### src/rtl/imem_loader_pkg.sv
// -----------------------------------------------------------------------------
// imem_loader_pkg : state encoding and constants shared with the debug unit
// Revision: 1.0
// -----------------------------------------------------------------------------
`default_nettype none

package imem_loader_pkg;

   localparam int          c_NB_BYTE   = 8;
   localparam logic [31:0] c_HALT_WORD = 32'hFFFF_FFFF;

   typedef enum logic [1:0] {
      ST_IDLE  = 2'd0,
      ST_RECV  = 2'd1,
      ST_WRITE = 2'd2,
      ST_DONE  = 2'd3
   } loader_state_e;

endpackage

`default_nettype wire

### src/rtl/imem_loader_word_assembler.sv
// -----------------------------------------------------------------------------
// imem_word_assembler : packs four bytes MSB-first into one word
// Revision: 1.0
// -----------------------------------------------------------------------------
`default_nettype none

module imem_word_assembler
   import imem_loader_pkg::*;
#(
   parameter int NB_DATA = 32,
   parameter int NB_BYTE = c_NB_BYTE
) (
   input  logic               clk,
   input  logic               i_rst,
   input  logic               i_clear,
   input  logic               i_valid,
   input  logic [NB_BYTE-1:0] i_byte,
   output logic [NB_DATA-1:0] o_word,
   output logic               o_last
);

   logic [1:0]         idx_q, idx_d;
   logic [NB_DATA-1:0] word_q, word_d;

   always_comb begin
      idx_d  = idx_q;
      word_d = word_q;
      if (i_clear) begin
         idx_d  = 2'd0;
         word_d = '0;
      end else if (i_valid) begin
         word_d[NB_DATA-1-NB_BYTE*int'(idx_q) -: NB_BYTE] = i_byte;
         idx_d = idx_q + 2'd1;
      end
   end

   // o_word already contains the byte arriving this cycle, so the
   // completed word can be registered by the caller without a bubble.
   assign o_word = word_d;
   assign o_last = i_valid && !i_clear && (idx_q == 2'd3);

   always_ff @(posedge clk or posedge i_rst) begin
      if (i_rst) begin
         idx_q  <= 2'd0;
         word_q <= '0;
      end else begin
         idx_q  <= idx_d;
         word_q <= word_d;
      end
   end

endmodule

`default_nettype wire

### src/rtl/imem_loader.sv
// -----------------------------------------------------------------------------
// imem_loader : UART byte stream to instruction-RAM word writer
// Optional feature macro: IMEM_LOADER_CHECKSUM_EN (byte checksum accumulator)
// Revision: 1.0
// -----------------------------------------------------------------------------
`default_nettype none

module imem_loader
   import imem_loader_pkg::*;
#(
   parameter int               NB_DATA   = 32,
   parameter int               NB_BYTE   = c_NB_BYTE,
   parameter int               NB_ADDR   = 8,
   parameter logic [NB_DATA-1:0] HALT_WORD = c_HALT_WORD
) (
   input  logic               clk,
   input  logic               i_rst,
   input  logic               i_start,
   input  logic               i_rx_valid,
   input  logic [NB_BYTE-1:0] i_rx_data,
   output logic               o_we,
   output logic [NB_ADDR-1:0] o_addr,
   output logic [NB_DATA-1:0] o_data,
   output logic               o_busy,
   output logic               o_done,
   output logic               o_overflow,
   output logic [NB_ADDR-2:0] o_word_count,
   output logic [NB_BYTE-1:0] o_checksum
);

   localparam logic [NB_ADDR-1:0] c_ADDR_STEP = NB_ADDR'(4);
   localparam logic [NB_ADDR-1:0] c_ADDR_LAST = ~NB_ADDR'(3);

   loader_state_e      state_q, state_d;
   logic [NB_ADDR-1:0] addr_q, addr_d;
   logic [NB_DATA-1:0] data_q, data_d;
   logic [NB_ADDR-2:0] word_count_q, word_count_d;
   logic               we_q, we_d;
   logic               busy_q, busy_d;
   logic               done_q, done_d;
   logic               overflow_q, overflow_d;

   logic               asm_clear;
   logic               asm_valid;
   logic [NB_DATA-1:0] asm_word;
   logic               asm_last;

   imem_word_assembler #(
      .NB_DATA (NB_DATA),
      .NB_BYTE (NB_BYTE)
   ) u_assembler (
      .clk     (clk),
      .i_rst   (i_rst),
      .i_clear (asm_clear),
      .i_valid (asm_valid),
      .i_byte  (i_rx_data),
      .o_word  (asm_word),
      .o_last  (asm_last)
   );

   always_comb begin
      state_d      = state_q;
      addr_d       = addr_q;
      data_d       = data_q;
      word_count_d = word_count_q;
      we_d         = 1'b0;
      done_d       = 1'b0;
      overflow_d   = overflow_q;
      asm_clear    = 1'b0;
      asm_valid    = 1'b0;

      unique case (state_q)
         ST_IDLE: begin
            if (i_start) begin
               state_d      = ST_RECV;
               addr_d       = '0;
               word_count_d = '0;
               overflow_d   = 1'b0;
               asm_clear    = 1'b1;
            end
         end
         ST_RECV: begin
            asm_valid = i_rx_valid;
            if (asm_last) begin
               state_d = ST_WRITE;
               we_d    = 1'b1;
               data_d  = asm_word;
            end
         end
         ST_WRITE: begin
            word_count_d = word_count_q + (NB_ADDR-1)'(1);
            if (data_q == HALT_WORD) begin
               state_d = ST_DONE;
               done_d  = 1'b1;
            end else if (addr_q == c_ADDR_LAST) begin
               state_d    = ST_DONE;
               done_d     = 1'b1;
               overflow_d = 1'b1;
            end else begin
               // A strobe here is byte 0 of the next word.
               state_d   = ST_RECV;
               addr_d    = addr_q + c_ADDR_STEP;
               asm_valid = i_rx_valid;
            end
         end
         ST_DONE: begin
            state_d = ST_IDLE;
         end
         default: begin
            state_d = ST_IDLE;
         end
      endcase

      busy_d = (state_d == ST_RECV) || (state_d == ST_WRITE);
   end

   always_ff @(posedge clk or posedge i_rst) begin
      if (i_rst) begin
         state_q      <= ST_IDLE;
         addr_q       <= '0;
         data_q       <= '0;
         word_count_q <= '0;
         we_q         <= 1'b0;
         busy_q       <= 1'b0;
         done_q       <= 1'b0;
         overflow_q   <= 1'b0;
      end else begin
         state_q      <= state_d;
         addr_q       <= addr_d;
         data_q       <= data_d;
         word_count_q <= word_count_d;
         we_q         <= we_d;
         busy_q       <= busy_d;
         done_q       <= done_d;
         overflow_q   <= overflow_d;
      end
   end

`ifdef IMEM_LOADER_CHECKSUM_EN
   logic [NB_BYTE-1:0] checksum_q, checksum_d;

   always_comb begin
      checksum_d = checksum_q;
      if (asm_clear) begin
         checksum_d = '0;
      end else if (asm_valid) begin
         checksum_d = checksum_q + i_rx_data;
      end
   end

   always_ff @(posedge clk or posedge i_rst) begin
      if (i_rst) begin
         checksum_q <= '0;
      end else begin
         checksum_q <= checksum_d;
      end
   end

   assign o_checksum = checksum_q;
`else
   assign o_checksum = '0;
`endif

   assign o_we         = we_q;
   assign o_addr       = addr_q;
   assign o_data       = data_q;
   assign o_busy       = busy_q;
   assign o_done       = done_q;
   assign o_overflow   = overflow_q;
   assign o_word_count = word_count_q;

endmodule

`default_nettype wire
### config.mk
export PLATFORM = sky130hd
export DESIGN_NAME = imem_loader
export DESIGN_NICKNAME = d
export VERILOG_FILES = /design/src/rtl/imem_loader_pkg.sv /design/src/rtl/imem_loader_word_assembler.sv /design/src/rtl/imem_loader.sv
export SDC_FILE = /design/constraint.sdc
export NUM_CORES = 1
export LEC_CHECK = 0
export CORE_ASPECT_RATIO = 1.1
export CORE_MARGIN = 2
export CORE_UTILIZATION = 44
export CTS_BUF_LIST = sky130_fd_sc_hd__clkbuf_4 sky130_fd_sc_hd__clkbuf_8
export CTS_CLUSTER_DIAMETER = 60
export DETAILED_ROUTE_END_ITERATION = 7
export PLACE_DENSITY_LB_ADDON = 0.2
export SETUP_SLACK_MARGIN = 0.2
export SYNTH_ARGS = -nofsm -noshare
export SYNTH_HDL_FRONTEND = slang
export SYNTH_SLANG_ARGS = --single-unit
### constraint.sdc
create_clock -name clk -period 3 [get_ports clk]
set_clock_uncertainty 0.2 [all_clocks]
set_input_delay 0.3 -clock clk [delete_from_list [all_inputs] [get_ports clk]]
set_output_delay 0.3 -clock clk [all_outputs]
set_load 0.01 [all_outputs]
==> key figures <==
Finish
  – Antenna diode count: 0
  – Number of nets in the finished design: 454
  – Area growth from synthesis to final layout: 23.42%
  – Layout cells sized above 1: 7.339%

Pwr
  – Power density cells: 761.4 nW/um^2
  – Peak supply drop: 0.4817 mV
  – Leak: 1.904 nW
  – Total Power: 3.470 mW

Synth
  – Sequential element share of the synthesized area: 52.19%
  – Number of enable-type register cells in the synthesized netlist: 0
  – Syn avg cell area: 9.846 um^2
  – Most area-hungry cell type in the Yosys netlist: sky130_fd_sc_hd__dfrtp_1
  – Fraction of registers with async set or reset after synthesis: 100.0%
  – Cell area after synthesis: 3692 um^2
  – Register bit total from synthesis: 77
  – Fraction of synthesized cell area taken by the top area cell type: 52.19%
  – Synthesis Warnings: 0
  – Number of different library cells in the post-synthesis netlist: 45
  – Cells after synthesis: 375
  – Most frequently used flop master after synthesis: sky130_fd_sc_hd__dfrtp_1
  – Synth area leaders: sky130_fd_sc_hd__dfrtp_1, sky130_fd_sc_hd__o2111ai_1, sky130_fd_sc_hd__nand3_1

Setup path
  – Type of destination of the critical path: flop
  – Kind of launch point of the worst setup path: flop
  – Arrival time at the worst endpoint: 2500 ps
  – Max stage delay on crit path: 600 ps
  – CP Max Fanout: 28
  – Launch instance of the worst register-to-register path: o_data[27]
  – Required @ worst endpoint: 3010 ps
  – Kind of critical path: reg -> reg
  – CP cell instances: nand4_1, or4_4, o211a_2, o2111ai_1, a31oi_1
  – Worst R2R End: o_data[29]
  – Beginning of the critical path: o_data[27]
  – Reg-to-reg setup timing slack: 510 ps
  – Count of cells along the worst register-to-register path: 5
  – Kind of cell with the highest combined delay on the critical path: compound AO/OA/AOI/OAI gates
  – Bufs and invs on worst path: 0
  – Cell with the biggest individual delay on the critical path: sky130_fd_sc_hd__or4_4

Status
  – Outcome: finished clean

Floorplan
  – Top-level port count: 71
  – Die footprint: 9141 um^2
  – Placement Rows: 35
  – Core region area: 8277 um^2
  – Die Width: 91.34 um
  – Vert. Die Dim: 100.1 um
  – Initial Utilization: 44.61%

CTS
  – Number of setup buffers added after CTS: 0
  – TritonCTS clock tree: yes
  – Number of buffers added by the clock tree synthesis step: 9
  – CTS-repair resized insts: 0
  – H-tree level count: 3
  – Root Buffer: sky130_fd_sc_hd__clkbuf_8
  – CTS hold repair buffers: 0
  – Clock transition at path regs: 80 ps
  – Sink Count: 77
  – Clock latency reported for the late side of the worst-skew pair: 350 ps
  – Maximum clock path buffer count: 2

Detailed routing
  – Vias per std cell: 5.852
  – Remaining design rule violation count: 0
  – DRT Pass-1 Iters: 4
  – Vias after detailed routing: 3,201
  – Sum of routed wire length over all layers: 9702 um
  – Antenna Nets Post-Route: 0
  – Drt initial violations: 214
  – Detail-routed net length per standard cell: 17.74 um

Placement
  – Routability congestion estimate from global placement: 0.8347
  – Port bufs: 60
  – Dpl ws: 325.3 ps
  – Detail Placement HPWL: 6549 um

STA
  – Setup TNS: 0 ps
  – Slack of the critical path: 512.0 ps
  – Setup violations, final: 0
  – Worst-Margin Slew: 853.0 ps
  – Final Hold Viols: 0
  – Worst rel slew slack: 42.69%
  – Slew Viols, Final: 0
  – Unrepaired setup endpoints after global routing: no
  – Share of the clock period used by the worst path after layout: 82.93%
  – Fin Hold WS: 152.5 ps
  – FMAX: 0.4019 GHz
  – Final critical path time including I/O delays and setup: 2488 ps

Hold path
  – Class of the tightest hold or removal check: in -> async

Global routing
  – Pin count of the biggest net entering global routing: 78
  – Number of global-route vias before repair: 3,092
  – Global-route wire length before repair: 16,040 um
  – Global-route usage over all layers: 22.47%
  – Gr ovfl total: 0
  – Initial antenna violation count: 0

Flow run
  – Number of violations of the max-capacitance limit: 0
area by class of cell:
class / count / area, um^2
clock buffer: 9 / 123.9
clock inverter: 5 / 53.80
sequential: 77 / 1927
timing repair buffer: 70 / 688.2
tap: 111 / 138.9
multi-input combinational: 267 / 1595
fill: 725 / 3720
inverter: 8 / 30.03
cells by family (layout without fill, tap and decap cells):
logic type | after synthesis | in the layout | share of synthesized area, %
AND/OR/NAND/NOR | 129 | 129 | 16.57
AO/OA/AOI/OAI | 110 | 110 | 20.20
flip-flops | 77 | 77 | 52.19
buffers and inverters | 40 | 92 | 5.523
adder cells (fa/ha/maj) | 9 | 9 | 3.050
XOR/XNOR | 5 | 5 | 1.186
multiplexers | 4 | 4 | 1.186
other | 1 | 10 | 0.1016
placed cells by master (no fill, tap or decap), types with 2 or more instances in the layout:
master / n
sky130_fd_sc_hd__nor3_1: 4
sky130_fd_sc_hd__o2111ai_1: 27
sky130_fd_sc_hd__clkinv_2: 3
sky130_fd_sc_hd__nand4_1: 9
sky130_fd_sc_hd__or4_4: 2
sky130_fd_sc_hd__o211ai_1: 2
sky130_fd_sc_hd__xor2_1: 4
sky130_fd_sc_hd__nand2_1: 30
sky130_fd_sc_hd__nand3_1: 33
sky130_fd_sc_hd__a21oi_1: 29
sky130_fd_sc_hd__nor2_1: 36
sky130_fd_sc_hd__conb_1: 10
sky130_fd_sc_hd__buf_4: 9
sky130_fd_sc_hd__a31oi_1: 25
sky130_fd_sc_hd__clkdlybuf4s50_1: 60
sky130_fd_sc_hd__inv_1: 7
sky130_fd_sc_hd__a22o_1: 3
sky130_fd_sc_hd__clkbuf_8: 9
sky130_fd_sc_hd__dfrtp_1: 77
sky130_fd_sc_hd__and2_1: 2
sky130_fd_sc_hd__mux2_2: 3
sky130_fd_sc_hd__o21ai_0: 11
sky130_fd_sc_hd__nor4_1: 2
sky130_fd_sc_hd__or3_1: 2
sky130_fd_sc_hd__and3_1: 4
sky130_fd_sc_hd__nand3b_1: 2
sky130_fd_sc_hd__ha_1: 9
registers in the layout (all words and copies together) (netlist names):
register            flops
state_q                 2
o_we                    1
u_assembler.idx_q       2
o_addr                  6
o_busy                  1
o_done                  1
o_overflow              1
o_data                 32
o_word_count            7
u_assembler.word_q     24
Yosys cell counts (all sizes together), types with 3 or more instances:
| master | instances |
|---|---|
| mux2 | 3 |
| nor2 | 36 |
| o2111ai | 27 |
| nor3 | 4 |
| nand3 | 33 |
| and3 | 4 |
| xor2 | 4 |
| buf | 16 |
| clkbuf | 16 |
| ha | 9 |
| o21ai | 11 |
| inv | 8 |
| dfrtp | 77 |
| a21oi | 29 |
| a22o | 3 |
| a31oi | 25 |
| nand2 | 30 |
| nand4 | 9 |
worst register-to-register path, delay by kind of cell (launching register included):
family	cells	cell delay [ps]
AOI/OAI and AO/OA	3	930
and+or+nand+nor	2	820
DFF	1	420
worst max path at each step:
stage / cells after the start / end
2_1_floorplan: 1 / o_addr[2]
6_report: 5 / o_data[29]
4_1_cts: 5 / o_data[24]
3_5_place_dp: 5 / o_data[29]
5_1_grt: 5 / o_data[29]
3_3_place_gp: 5 / o_data[29]
power by group:
part	internal [mW]	switching (mW)	total [mW]	leakage [nW]
Combinational	0.541	0.692	1.23	0.759
Clock	0.372	0.372	0.745	0.0947
Sequential	1.29	0.205	1.49	1.05
through the flow:
step	std cells	util, %	area [um^2]
2_1_floorplan	384	-	3726
3_3_place_gp	533	52.91	4379
3_5_place_dp	533	52.91	4379
4_1_cts	547	55.06	4557
5_1_grt	547	55.06	4557
6_report	547	55.06	4557
per-layer routing:
| layer | wire length (um) | GRT usage [%] | up-vias |
|---|---|---|---|
| met5 | 0 | 0 | - |
| met4 | 374 | 12.82 | 0 |
| met3 | 461 | 4.354 | 26 |
| met2 | 4617 | 34.99 | 99 |
| met1 | 4249 | 29.62 | 1575 |
| li1 | - | - | 1501 |
Note: power is estimated with default switching activity, not from simulation.
